--- config.mk ---
export PLATFORM = sky130hd
export DESIGN_NAME = game_sequencer
export DESIGN_NICKNAME = d
export VERILOG_FILES = /design/src/rtl/game_sequencer.sv
export SDC_FILE = /design/constraint.sdc
export NUM_CORES = 1
export LEC_CHECK = 0
export ABC_AREA = 1
export BUFFER_PORTS_ARGS = -buffer_cell sky130_fd_sc_hd__buf_4
export CORE_UTILIZATION = 60
export DETAILED_ROUTE_END_ITERATION = 8
export PLACE_DENSITY_LB_ADDON = 0.25
export SYNTH_ARGS = -nofsm -noshare
export SYNTH_HDL_FRONTEND = slang
export SYNTH_SLANG_ARGS = --single-unit
--- constraint.sdc ---
create_clock -name clk -period 4.3 [get_ports clk]
set_input_delay 1.29 -clock clk [delete_from_list [all_inputs] [get_ports clk]]
set_output_delay 1.29 -clock clk [all_outputs]
set_load 0.02 [all_outputs]
--- src/rtl/game_sequencer.sv ---
// Breakout game-flow controller: sequences serve/play/miss/win/over phases,
// tracks lives and a saturating score, and drives the ball's reset/run controls.
module game_sequencer #(
  parameter int START_LIVES  = 3,
  parameter int MISS_FRAMES  = 60,
  parameter int END_FRAMES   = 180,
  parameter int BRICK_POINTS = 10,
  parameter int SCORE_W      = 14
) (
  input  logic               clk,
  input  logic               reset,
  input  logic               frame_tick,
  input  logic               launch_btn,
  input  logic               brick_hit,
  input  logic               ball_missed,
  input  logic               all_cleared,
  output logic               ball_reset,
  output logic               ball_run,
  output logic [2:0]         lives,
  output logic [SCORE_W-1:0] score,
  output logic [2:0]         state,
  output logic               miss_sound
);

  typedef enum logic [2:0] {
    S_IDLE  = 3'd0,
    S_SERVE = 3'd1,
    S_PLAY  = 3'd2,
    S_MISS  = 3'd3,
    S_WIN   = 3'd4,
    S_OVER  = 3'd5
  } state_e;

  localparam int MAX_FRAMES = (MISS_FRAMES > END_FRAMES) ? MISS_FRAMES : END_FRAMES;
  localparam int CNT_W      = $clog2(MAX_FRAMES + 1);

  localparam logic [CNT_W-1:0]   MISS_LAST = CNT_W'(MISS_FRAMES - 1);
  localparam logic [CNT_W-1:0]   END_LAST  = CNT_W'(END_FRAMES - 1);
  localparam logic [SCORE_W-1:0] SCORE_MAX = {SCORE_W{1'b1}};

  state_e             state_q, state_d;
  logic [CNT_W-1:0]   cnt_q, cnt_d;
  logic [2:0]         lives_q, lives_d;
  logic [SCORE_W-1:0] score_q, score_d;
  logic               launch_prev_q, launch_prev_d;
  logic               ball_reset_q, ball_reset_d;
  logic               ball_run_q, ball_run_d;
  logic               miss_sound_q, miss_sound_d;

  logic               launch_edge;
  logic [SCORE_W:0]   score_sum;

  assign launch_edge = launch_btn && !launch_prev_q;
  assign score_sum   = {1'b0, score_q} + (SCORE_W + 1)'(BRICK_POINTS);

  // NOTE: every variable gets its default before the case so no path leaves it
  // unassigned; otherwise synthesis infers a latch.
  always_comb begin
    state_d       = state_q;
    cnt_d         = cnt_q;
    lives_d       = lives_q;
    score_d       = score_q;
    launch_prev_d = launch_btn;
    miss_sound_d  = 1'b0;

    // The frame counter only ever advances up to its limit, so it cannot wrap.
    if (frame_tick && cnt_q != {CNT_W{1'b1}}) cnt_d = cnt_q + 1'b1;

    case (state_q)
      S_IDLE: begin
        if (launch_edge) begin
          lives_d = 3'(START_LIVES);
          score_d = '0;
          state_d = S_SERVE;
        end
      end
      S_SERVE: begin
        if (launch_edge) state_d = S_PLAY;
      end
      S_PLAY: begin
        if (brick_hit) score_d = score_sum[SCORE_W] ? SCORE_MAX : score_sum[SCORE_W-1:0];
        if (all_cleared) begin
          state_d = S_WIN;
        end else if (ball_missed) begin
          state_d      = S_MISS;
          miss_sound_d = 1'b1;
          if (lives_q != 3'd0) lives_d = lives_q - 3'd1;
        end
      end
      S_MISS: begin
        if (frame_tick && cnt_q == MISS_LAST) state_d = (lives_q == 3'd0) ? S_OVER : S_SERVE;
      end
      S_WIN, S_OVER: begin
        if (frame_tick && cnt_q == END_LAST) state_d = S_IDLE;
      end
      default: state_d = S_IDLE;
    endcase

    if (state_d != state_q) cnt_d = '0;

    // Ball controls are registered alongside the state so they switch together.
    ball_reset_d = (state_d == S_IDLE) || (state_d == S_SERVE);
    ball_run_d   = (state_d == S_PLAY);
  end

  // NOTE: sequential state uses non-blocking assignments so every flop samples
  // the pre-edge values, independent of statement order.
  always_ff @(posedge clk or posedge reset) begin
    if (reset) begin
      state_q       <= S_IDLE;
      cnt_q         <= '0;
      lives_q       <= 3'd0;
      score_q       <= '0;
      launch_prev_q <= 1'b1;
      ball_reset_q  <= 1'b1;
      ball_run_q    <= 1'b0;
      miss_sound_q  <= 1'b0;
    end else begin
      state_q       <= state_d;
      cnt_q         <= cnt_d;
      lives_q       <= lives_d;
      score_q       <= score_d;
      launch_prev_q <= launch_prev_d;
      ball_reset_q  <= ball_reset_d;
      ball_run_q    <= ball_run_d;
      miss_sound_q  <= miss_sound_d;
    end
  end

  assign ball_reset = ball_reset_q;
  assign ball_run   = ball_run_q;
  assign lives      = lives_q;
  assign score      = score_q;
  assign state      = state_q;
  assign miss_sound = miss_sound_q;

endmodule

==> metrics.txt, run 1 <==
Crit Path Max Fanout 6; Critical Path Sink Type output port; Port-buffer cells 29; Hold Path Class reg -> reg; # setup viols final 0; DP Wirelength around 3100 um; Starting Density 0.656; cell area power density around 500 mW/mm^2; Max VDD drop around 0.0004 V; family with the most delay on the worst path flip-flops; routability cong. between 0.8 and 0.9; Critical Path Max Stage Delay between 400 and 500 ps; worst skew pair latency 340 ps; crit path DAT 1000 ps; TNS Setup 0 ps; status complete, no violations; initial antenna violation count 0; wire length of the first global-routing pass 6930 um; met2 routed WL 1940 um; Clock Sinks 32; Syn Nets around 270; total number of vias between 1500 and 2000; most frequent cells in the layout 75 x nand2_1, 39 x inv_1, 34 x nor2_1; layout cell share with drive strength beyond 1 0.178; GR Overflow Total 0; Mapped Avg Cell Area roughly 7.2 um^2; Synth warnings 0; TritonCTS Buffers 5; TritonCTS clock tree done; worst r2r src cnt_q[0]; H-tree depth 2; Hold Fails Final Rpt 0; Die Area around 0.0034 mm^2; CP required between 3000 and 4000 ps; clk slew on worst S/H paths ~100 ps; Total Power ~1.1 mW; Reg2Reg Capture Point cnt_q[7]; register area share after synthesis 0.425; vias in the first global route around 1600; R2R depth 10; Hold Crit Depth 2; IO Count 30; number of setup buffers added after CTS 0; Worst Hold End score[0]; commonest non-fill, non-tap cell in the layout nand2_1; Worst slew margin 0.359; Max-cap violations 0; Crit-path slowest cell dfrtp_1; unrepaired setup endpoints after global routing no; clock root cell clkbuf_4; # diodes 0; Seq cells post-synth 32; Die Wd roughly 58 um; DRT iter0 DRCs 120; Fin Clk Skew 4.56 ps; Final period util 0.533; Routed wire per std cell 12.2 um; DR vias/cell roughly 5.2; largest net degree at the start of global routing 26; Distinct cells, synth 28; critical-path cell list buf_4; Routed met1 length 1930 um; Final ANT Viol Nets 0; min-delay src score[0]; Crit Path Class reg -> out; Post-Synthesis Cells ~260; All-Layer GR Usage 0.272; met3 routed WL between 200 and 250 um; Tmin final about 2300 ps; Top Metal Used met4; cell row count 19; drt total wl 4140 um; Synth Cell Area 0.00189 mm^2; Leakage ~1.1 nW; # hold bufs at CTS 0; first drt pass iteration count 4; Core Area 0.00288 mm^2; Crit path buffers/inverters 1; Max Fclk approximately 440 MHz; Register-to-Register Setup Slack 2640 ps; clock buffer depth 2; fin. max-slew vios 0; drt drc 0; Startpoint Class flip-flop; Least-Margin Pin Slew slightly below 1000 ps; post-CTS sizing 0; Nets around 300; Layout area overhead 18.4%; Die H between 50 and 60 um
==> registers in the layout (all words and copies together), names as in the netlist <==
| signal | cells |
|---|---|
| state | 3 |
| miss_sound | 1 |
| ball_run | 1 |
| ball_reset | 1 |
| launch_prev_q | 1 |
| lives | 3 |
| cnt_q | 8 |
| score | 14 |
==> cells in the mapped netlist <==
library cell,count,area share
inv_1,39,0.078
nor3_1,6,0.016
a21oi_1,5,0.013
nand4_1,5,0.017
a32oi_1,1,0.0046
nand3_1,12,0.032
o21ai_0,20,0.053
ha_1,4,0.027
nand3_2,2,0.011
o22ai_1,1,0.0033
nor2_1,34,0.068
nand2_1,75,0.15
buf_4,1,0.0040
dfstp_2,2,0.028
dfrtp_1,30,0.40
xnor2_1,1,0.0046
inv_2,2,0.0040
nor2_2,2,0.0066
nand2_2,4,0.013
nor2_4,1,0.0060
nand3b_1,1,0.0040
a21oi_2,1,0.0046
a31oi_1,1,0.0033
nor3_2,1,0.0053
o31ai_1,2,0.0079
o21bai_1,1,0.0040
nand3_4,1,0.0093
xor2_1,6,0.028
==> power breakdown <==
part | switching (mW) | internal (mW) | total [mW]
Clock | 0.105 | 0.122 | 0.227
Combinational | 0.297 | 0.164 | 0.460
Sequential | 0.0677 | 0.365 | 0.432
==> cell families (layout without fill, tap and decap cells) <==
group / Yosys count / in the layout / share of synthesized area
adder cells (fa/ha/maj): 4 / 4 / 0.0265
flip-flops: 32 / 32 / 0.425
AO/OA/AOI/OAI: 32 / 32 / 0.0941
XOR/XNOR: 7 / 7 / 0.0325
AND/OR/NAND/NOR: 144 / 144 / 0.336
buffers and inverters: 42 / 79 / 0.0855
==> metal layers <==
metal | GRT usage | vias up
met5 | 0 | -
met4 | 0.0952 | 0
met3 | 0.0714 | 7
met2 | 0.427 | 67
met1 | 0.365 | 798
li1 | - | 900
==> per-stage QoR <==
step | worst slack [ps] | instance area, um^2 | std cells | hold slack, ps | utilization
2_1_floorplan | 2280 | 1890 | 261 | 547 | -
3_3_place_gp | 2050 | 2160 | 332 | 515 | 0.750
3_5_place_dp | 2010 | 2160 | 332 | 495 | 0.750
4_1_cts | 2000 | 2230 | 340 | 537 | 0.777
5_1_grt | 1960 | 2230 | 340 | 571 | 0.777
6_report | 2010 | 2230 | 340 | 536 | 0.777
==> how the worst max path moves through the flow <==
stage	start	end	cells past startpoint
2_1_floorplan	all_cleared	cnt_q[5]	8
3_3_place_gp	reset	lives[1]	3
3_5_place_dp	launch_btn	cnt_q[1]	10
4_1_cts	ball_reset	ball_reset	1
5_1_grt	state[1]	state[1]	1
6_report	score[6]	score[6]	1
==> layout make-up <==
class,count,area (um^2)
multi-input combinational,187,923
sequential,32,803
fill,222,642
timing repair buffer,30,225
inverter,41,154
tap,42,52.6
clock buffer,6,41.3
clock inverter,2,35.0
No activity file was read; power rests on OpenSTA's default activity.
==> run 2, diff against run 1 <==
CORE_UTILIZATION = 51   (was 60)
clock period = 1.9 ns   (was 4.3 ns; I/O delays follow)
==> run 2 against run 1 <==
- non-clock buffer count unchanged
- sequential share of layout area fell by 0.34 points
- clock skew fell by 2.2 ps
- register-to-register slack got worse by 2400 ps
- critical path depth is 6 higher
- largest power group unchanged
- critical path type is now reg -> reg
- first-iteration DRC count decreased by 36%
==> metrics.txt, run 2 (synthesized netlist as in run 1, its figures left out) <==
All-Layer GR Usage 0.228; drt drc 0; commonest non-fill, non-tap cell in the layout nand2_1; CP required approximately 2100 ps; DR vias/cell a little under 5; layout cell share with drive strength beyond 1 0.181; fin. max-slew vios 0; cell area power density approximately 1100 mW/mm^2; number of setup buffers added after CTS 0; worst r2r src state[2]; dpl ws 273 ps; Fin Clk Skew between 2 and 2.5 ps; Starting Density 0.549; TNS Setup 0 ps; TritonCTS Buffers 5; Startpoint Class flip-flop; clock buffer depth 2; initial antenna violation count 0; Hold Fails Final Rpt 0; Worst slew margin 0.727; Die H approximately 63 um; Final period util 0.877; drt total wl 4010 um; clock root cell clkbuf_8; largest net degree at the start of global routing 33; DP Wirelength ~3000 um; H-tree depth 2; Reg2Reg Capture Point score[12]; Crit Path Class reg -> reg; Leakage about 1.1 nW; Clock Sinks 32; crit path DAT 1860 ps; final hold slack roughly 380 ps; TritonCTS clock tree done; GR Overflow Total 0; area post-placement 0.00216 mm^2; post-route cell area ~0.0023 mm^2; routability cong. between 0.9 and 1; Port-buffer cells 29; DRT iter0 DRCs between 70 and 80; Max-cap violations 0; most frequent cells in the layout 75 x nand2_1, 39 x inv_1, 34 x nor2_1; Final ANT Viol Nets 0; Die Wd 62.8 um; Max Fclk around 600 MHz; Util after Layout 0.655; unrepaired setup endpoints after global routing no; Max VDD drop 0.000568 V; Critical Path Sink Type flip-flop; vias in the first global route approximately 1500; worst skew pair latency approximately 280 ps; fillers between 300 and 400; # setup viols final 0; first drt pass iteration count 4; Register-to-Register Setup Slack about 230 ps; # diodes 0; wire length of the first global-routing pass ~7000 um; Tmin final about 1700 ps; total number of vias 1667; Core Area 0.00344 mm^2; max FFs per register 14; Routed wire per std cell 11.6 um; Least-Margin Pin Slew around 400 ps; clk slew on worst S/H paths 70 ps; cell row count 21; Hold Path Class in -> async; status complete, no violations; Crit Path Max Fanout 12; Die Area between 0.003 and 0.004 mm^2; R2R depth 7; post-layout worst setup margin around 230 ps; IO Count 30; Layout area overhead 19.5%; post-CTS sizing 0; Nets slightly above 300; # hold bufs at CTS 0
[run 2: cell count changes in the layout (fill, tap and decap cells not counted)]
cell	change
clkbuf_8	+6
clkbuf_4	-5
clkinv_2	+1
bufinv_16	-1
clkbuf_1	-1
[run 2: power breakdown]
group	total [mW]	internal (mW)	switching (mW)
logic	1.03	0.371	0.655
registers	0.970	0.827	0.143
clock network	0.535	0.289	0.247
[run 2: area by class of cell]
type | instances | area [um^2] | area share
clock buffer | 6 | 82.6 | 0.0366
clock inverter | 2 | 10.0 | 0.00444
inverter | 41 | 154 | 0.0682
multi-input combinational | 187 | 923 | 0.409
sequential | 32 | 803 | 0.356
tap | 46 | 57.6 | 0.0255
timing repair buffer | 30 | 225 | 0.0998
[run 2: metrics by stage]
stage / power [mW] / instances
after floorplan: 1.67 / 261
after global placement: 2.00 / 336
after detailed placement: 2.01 / 336
after CTS: 2.55 / 344
after global routing: 2.71 / 344
final: 2.53 / 344
[run 2: worst max path at each step]
| stage | from | endpoint | slack [ps] | cells past startpoint |
|---|---|---|---|---|
| after floorplan | lives[0] | lives[2] | 390 | 7 |
| after global placement | state[2] | score[12] | 290 | 7 |
| after detailed placement | state[2] | score[12] | 270 | 7 |
| after CTS | state[2] | score[12] | 240 | 7 |
| after global routing | state[2] | score[12] | 40 | 7 |
| final | state[2] | score[12] | 230 | 7 |
[run 2: layer usage]
metal	vias to the layer above	share of wire	global-route usage
met5	-	0	0
met4	0	0.016	0.0872
met3	5	0.023	0.0383
met2	21	0.43	0.342
met1	740	0.53	0.326
li1	901	-	-
[run 2: critical path, cell delays in order (launching register included)]
cell     delay (ps)
dfrtp_1         400
inv_1           130
nand3_2         140
inv_1           130
nand2_1         130
inv_1           320
o21ai_0         140
o21ai_0         180
